[config.mk]
export PLATFORM = sky130hd
export DESIGN_NAME = irq_arbiter
export DESIGN_NICKNAME = d
export VERILOG_FILES = /design/src/rtl/irq_pkg.sv /design/src/rtl/rr_pick.sv /design/src/rtl/irq_arbiter.sv
export SDC_FILE = /design/constraint.sdc
export NUM_CORES = 1
export LEC_CHECK = 0
export CORE_AREA = 3 3 56 45
export CTS_CLUSTER_SIZE = 10
export DETAILED_ROUTE_END_ITERATION = 12
export DIE_AREA = 0 0 59 48
export MAX_ROUTING_LAYER = met4
export PLACE_DENSITY = 0.81
export REMOVE_ABC_BUFFERS = 1
export SLEW_MARGIN = 20
export SYNTH_ARGS = -nofsm -noshare
export SYNTH_HDL_FRONTEND = slang
export SYNTH_SLANG_ARGS = --single-unit
[constraint.sdc]
create_clock -name clock -period 3.05 [get_ports clock]
set_input_delay 0.61 -clock clock [delete_from_list [all_inputs] [get_ports clock]]
set_output_delay 0.61 -clock clock [all_outputs]
set_load 0.1 [all_outputs]
[src/rtl/irq_pkg.sv]
`default_nettype none
// ============================================================================
//  Module      : irq_pkg
//  Description : Shared encodings for the interrupt arbiter: FSM states,
//                ioout[7] command meanings, and the read-data layout.
//  Revision    : 1.0  initial release
// ============================================================================
package irq_pkg;

    // Width of the source ID field; supports up to 8 sources.
    localparam int IDW       = 3;

    // Bit of iodata that flags a live grant.
    localparam int VALID_BIT = 7;

    // ioout[7] meaning on a write.
    localparam logic CMD_MASK = 1'b0;
    localparam logic CMD_CLR  = 1'b1;

    typedef enum logic [1:0] {
        IDLE   = 2'd0,
        ASSERT = 2'd1,
        GAP    = 2'd2
    } state_t;

endpackage : irq_pkg
`default_nettype wire

[src/rtl/rr_pick.sv]
`default_nettype none
// ============================================================================
//  Module      : rr_pick
//  Description : Combinational round-robin selector. Returns the lowest
//                requesting index at or above ptr, else wraps to the lowest
//                requesting index below ptr.
//  Revision    : 1.0  initial release
// ============================================================================
module rr_pick
    import irq_pkg::*;
#(
    parameter int NSRC = 4
) (
    input  logic [NSRC-1:0] req,
    input  logic [IDW-1:0]  ptr,
    output logic            any,
    output logic [IDW-1:0]  idx
);

    // Wrap candidate first (lowest overall), then let the lowest index at or
    // above ptr override it when one exists.
    always_comb begin
        any = |req;
        idx = '0;
        for (int i = NSRC - 1; i >= 0; i--) begin
            if (req[i]) begin
                idx = IDW'(i);
            end
        end
        for (int i = NSRC - 1; i >= 0; i--) begin
            if (req[i] && (IDW'(i) >= ptr)) begin
                idx = IDW'(i);
            end
        end
    end

endmodule : rr_pick
`default_nettype wire

[src/rtl/irq_arbiter.sv]
`default_nettype none
// ============================================================================
//  Module      : irq_arbiter
//  Description : Interrupt controller for up to 8 level sources. Latches
//                rising edges, applies a software mask, round-robin selects
//                one eligible source, drives the core's interrupt line and
//                exposes the granted ID on the core's I/O read path.
//  Revision    : 1.0  initial release
// ============================================================================
module irq_arbiter
    import irq_pkg::*;
#(
    parameter int NSRC = 4
) (
    input  logic            clock,
    input  logic            reset,
    input  logic [NSRC-1:0] irq,
    input  logic            sel,
    input  logic [7:0]      ioout,
    input  logic            iowrite,
    input  logic            ioread,
    output logic [7:0]      iodata,
    // Interrupt request to the core; "int" is a reserved word in SV.
    output logic            intr
);

    logic [NSRC-1:0] r_irq_q;
    logic [NSRC-1:0] r_pend;
    logic [NSRC-1:0] r_mask;
    logic [IDW-1:0]  r_ptr;
    logic [IDW-1:0]  r_grant;
    logic            r_int;
    state_t          r_state;

    logic [NSRC-1:0] w_rise;
    logic [NSRC-1:0] w_elig;
    logic [NSRC-1:0] w_gnt_oh;
    logic [NSRC-1:0] w_pend_nxt;
    logic [NSRC-1:0] w_mask_nxt;
    logic            w_wr;
    logic            w_ack;
    logic            w_any;
    logic [IDW-1:0]  w_pick;
    logic [IDW-1:0]  w_ptr_nxt;
    logic [IDW-1:0]  w_grant_nxt;
    state_t          w_state_nxt;
    logic            w_unused;

    assign w_rise   = irq & ~r_irq_q;
    assign w_elig   = r_pend & r_mask;
    assign w_gnt_oh = NSRC'(1) << r_grant;
    assign w_wr     = sel & iowrite;
    // A simultaneous write wins, so the read strobe is not an ack then.
    assign w_ack    = sel & ioread & ~iowrite & (r_state == ASSERT);
    // ioout bits between the source field and the command bit carry nothing.
    assign w_unused = &{1'b0, ioout};

    rr_pick #(
        .NSRC (NSRC)
    ) u_rr_pick (
        .req (w_elig),
        .ptr (r_ptr),
        .any (w_any),
        .idx (w_pick)
    );

    // Next mask/pending: software write, ack clear, then edge set on top.
    always_comb begin
        w_mask_nxt = r_mask;
        w_pend_nxt = r_pend;
        if (w_wr) begin
            if (ioout[7] == CMD_MASK) begin
                w_mask_nxt = ioout[NSRC-1:0];
            end else begin
                w_pend_nxt = w_pend_nxt & ~ioout[NSRC-1:0];
            end
        end
        if (w_ack) begin
            w_pend_nxt = w_pend_nxt & ~w_gnt_oh;
        end
        w_pend_nxt = w_pend_nxt | w_rise;
    end

    // Arbitration FSM next state; withdraw looks at this cycle's updates so
    // a mask or clear write drops the request on the following edge.
    always_comb begin
        w_state_nxt = r_state;
        w_grant_nxt = r_grant;
        w_ptr_nxt   = r_ptr;
        case (r_state)
            IDLE: begin
                if (w_any) begin
                    w_state_nxt = ASSERT;
                    w_grant_nxt = w_pick;
                end
            end
            ASSERT: begin
                if (w_ack) begin
                    w_state_nxt = GAP;
                    w_ptr_nxt   = (r_grant == IDW'(NSRC - 1)) ? '0
                                                             : r_grant + IDW'(1);
                end else if ((w_mask_nxt & w_pend_nxt & w_gnt_oh) == '0) begin
                    w_state_nxt = IDLE;
                end
            end
            GAP: begin
                w_state_nxt = IDLE;
            end
            default: begin
                w_state_nxt = IDLE;
            end
        endcase
    end

    // State, edge capture and configuration registers.
    always_ff @(posedge clock or negedge reset) begin
        if (!reset) begin
            r_irq_q <= '0;
            r_pend  <= '0;
            r_mask  <= '0;
            r_ptr   <= '0;
            r_grant <= '0;
            r_int   <= 1'b0;
            r_state <= IDLE;
        end else begin
            r_irq_q <= irq;
            r_pend  <= w_pend_nxt;
            r_mask  <= w_mask_nxt;
            r_ptr   <= w_ptr_nxt;
            r_grant <= w_grant_nxt;
            r_int   <= (w_state_nxt == ASSERT);
            r_state <= w_state_nxt;
        end
    end

    // Read data: valid flag plus grant ID while asserting, zero otherwise.
    always_comb begin
        iodata = 8'h00;
        if (sel && (r_state == ASSERT)) begin
            iodata[IDW-1:0]  = r_grant;
            iodata[VALID_BIT] = 1'b1;
        end
    end

    assign intr = r_int;

endmodule : irq_arbiter
`default_nettype wire
==> out/qor.txt <==
status = completed
commonest cells in the netlist = dfrtp_1, nand2_1, inv_1
fin util = 0.641
setup tns final = 0 ns
Max Freq = 0.400 GHz
Finished Layout Cells = 150
Max-slew headroom = 0.430
Overflow after GRT = 0
Hold WC Path Type = reg -> reg
Avg WL per Cell = 15.5 µm
nets = 148
global placement routability congestion = 0.910
critical path arrival = 1.89 ns
met3 usage = 0.0863
# IOs = 26
skew final = 0.0181 ns
die height = 48 µm
port bufs = 17
Async S/R FF share, synth = 1.00
r2r endpoint = intr
diodes inserted = 0
vias = 868
Root Driver = clkbuf_4
first-pass GRT wire length = 3840 µm
setup ws final = 0.547 ns
Yosys top cell area share = 0.460
most numerous cell in the Yosys netlist = dfrtp_1
met2 Usage GRT = 0.308
Seq/Total Area, Yosys = 0.460
initial antenna violation count = 0
Place WS = 0.530 ns
Final HPWL DP = 1740 µm
Num Clock Sinks = 19
Tmin final = 2.50 ns
WS Path Type = in -> out
post-synthesis average cell area = 9.94 µm²
placed insts = 146
critical path required time = 2.44 ns
crit path cell chain = clkdlybuf4s50_1, nand3b_2, nor2_1, buf_12
fin area = 0.00128 mm²
final WL = 2320 µm
CTS tree = yes
dominant synthesized flop cell = dfrtp_1
GR peak layer = met2
CP peak stage delay = 0.57 ns
post-DR vias/cell = 5.79
unrepaired setup endpoints after global routing = no
pwr/cell area = 755 mW/mm²
Total GRT Usage = 0.196
#FFs+latches synth = 19
CP max FO = 9
hold slack = 0.512 ns
Starting Density = 0.518
die width = 59 µm
area growth from synthesis to layout = 23.9%
Clock Latency Late Sink = 0.31 ns
largest net degree at the start of global routing = 20
Core Area = 0.00200 mm²
Hold Fails Final Rpt = 0
final period utilization = 0.821
largest area contributor in the netlist = dfrtp_1
vias in the first global route = 829
Power Total = 0.966 mW
DIE AREA = 0.00283 mm²
Pre-Repair DR Iteration Count = 4
Syn. warnings = 0
placed cell area = 0.00125 mm²
met1 GRT Util = 0.238
H-Tree Depth = 1
synth top area cells = dfrtp_1, nand2_1, ha_1
Inserted Clock Buffers = 3
number of cell rows = 14
share of cells above drive strength 1 = 0.127
CTS clk-pin slew, worst paths = 0.12 ns
setup repair bufs after CTS = 0
cells on worst reg2reg path = 5
hold wc startpoint = r_state[1]
Hold Path Sink = r_state[0]
Yosys cell types = 29
CTS resizes = 0
Synth Cell Area = 0.00103 mm²
Hold-fix buffers, CTS = 0
Pleak = 0.583 nW
Final Max Tran Viols = 0
Critical Path End Type = primary output
worst-margin pin slew = 0.853 ns
reg2reg start = r_state[1]
DR DRC count = 0
WHS Path Cells = 1
Routed Antenna Nets = 0
EDFF count, synth = 0
max-cap viol count = 0
reg-to-reg setup timing slack = 1.28 ns
# setup viols final = 0
Mapped Cells = 104
crit start category = input port
Starting DRT DRC Count = 42
crit path max-delay cell type = clkdlybuf4s50_1
Max Root-Sink Buffers = 2
Peak VDD IR = 0.000536 V
registers in the layout, summed over array words and instances, names as in the netlist:
register	cells
r_grant	2
r_irq_q	4
r_ptr	2
r_pend	4
intr	1
r_state	2
r_mask	4
logic make-up after synthesis:
family,Yosys count,synth area share
compound gates,28,0.199
fa+ha+maj,4,0.0484
buf+inv,15,0.0726
flops,19,0.460
mux,5,0.0545
other cells,1,0.00363
simple gates,32,0.162
placed cells by master (no fill, tap or decap), drive strengths merged:
cell type	count
dfrtp	19
nand2	15
clkdlybuf4s50	13
inv	10
nor2	7
a21oi	6
buf	6
nand2b	5
conb	5
ha	4
o21ai	4
clkbuf	4
o221ai	3
mux2i	3
a211oi	3
o41ai	3
o211ai	3
o31ai	2
nand3b	2
mux2	2
and2	2
a2111oi	1
a22oi	1
a311o	1
a32o	1
nor3	1
worst max-delay path, delay by kind of cell:
kind,cells,cell delay (ns)
buffers and inverters,2,0.78
AND/OR/NAND/NOR,2,0.50
layer usage:
| layer | part of all wire | vias to the layer above |
|---|---|---|
| li1 | - | 401 |
| met1 | 0.45 | 411 |
| met2 | 0.45 | 54 |
| met3 | 0.097 | 2 |
| met4 | 0.0034 | 0 |
| met5 | 0 | - |
report_power, final:
group	internal (mW)	switching, mW
clock network	0.0511	0.0804
logic	0.169	0.295
registers	0.312	0.0595
layout make-up:
cell class,instances,area (µm²)
multi-input cells,74,498
fillers,176,717
flip-flops and latches,19,475
inverters,10,37.5
repair buffers,19,213
well taps,24,30.0
clock buffers,4,26.3
how the worst max path moves through the flow:
stage / start / endpoint / cells after the start
finish: sel / iodata[1] / 4
floorplan: sel / iodata[0] / 2
global placement: sel / intr / 6
global route: sel / iodata[0] / 4
detailed placement: iowrite / intr / 6
CTS: sel / iodata[0] / 4
(Power assumes the default switching activity.)
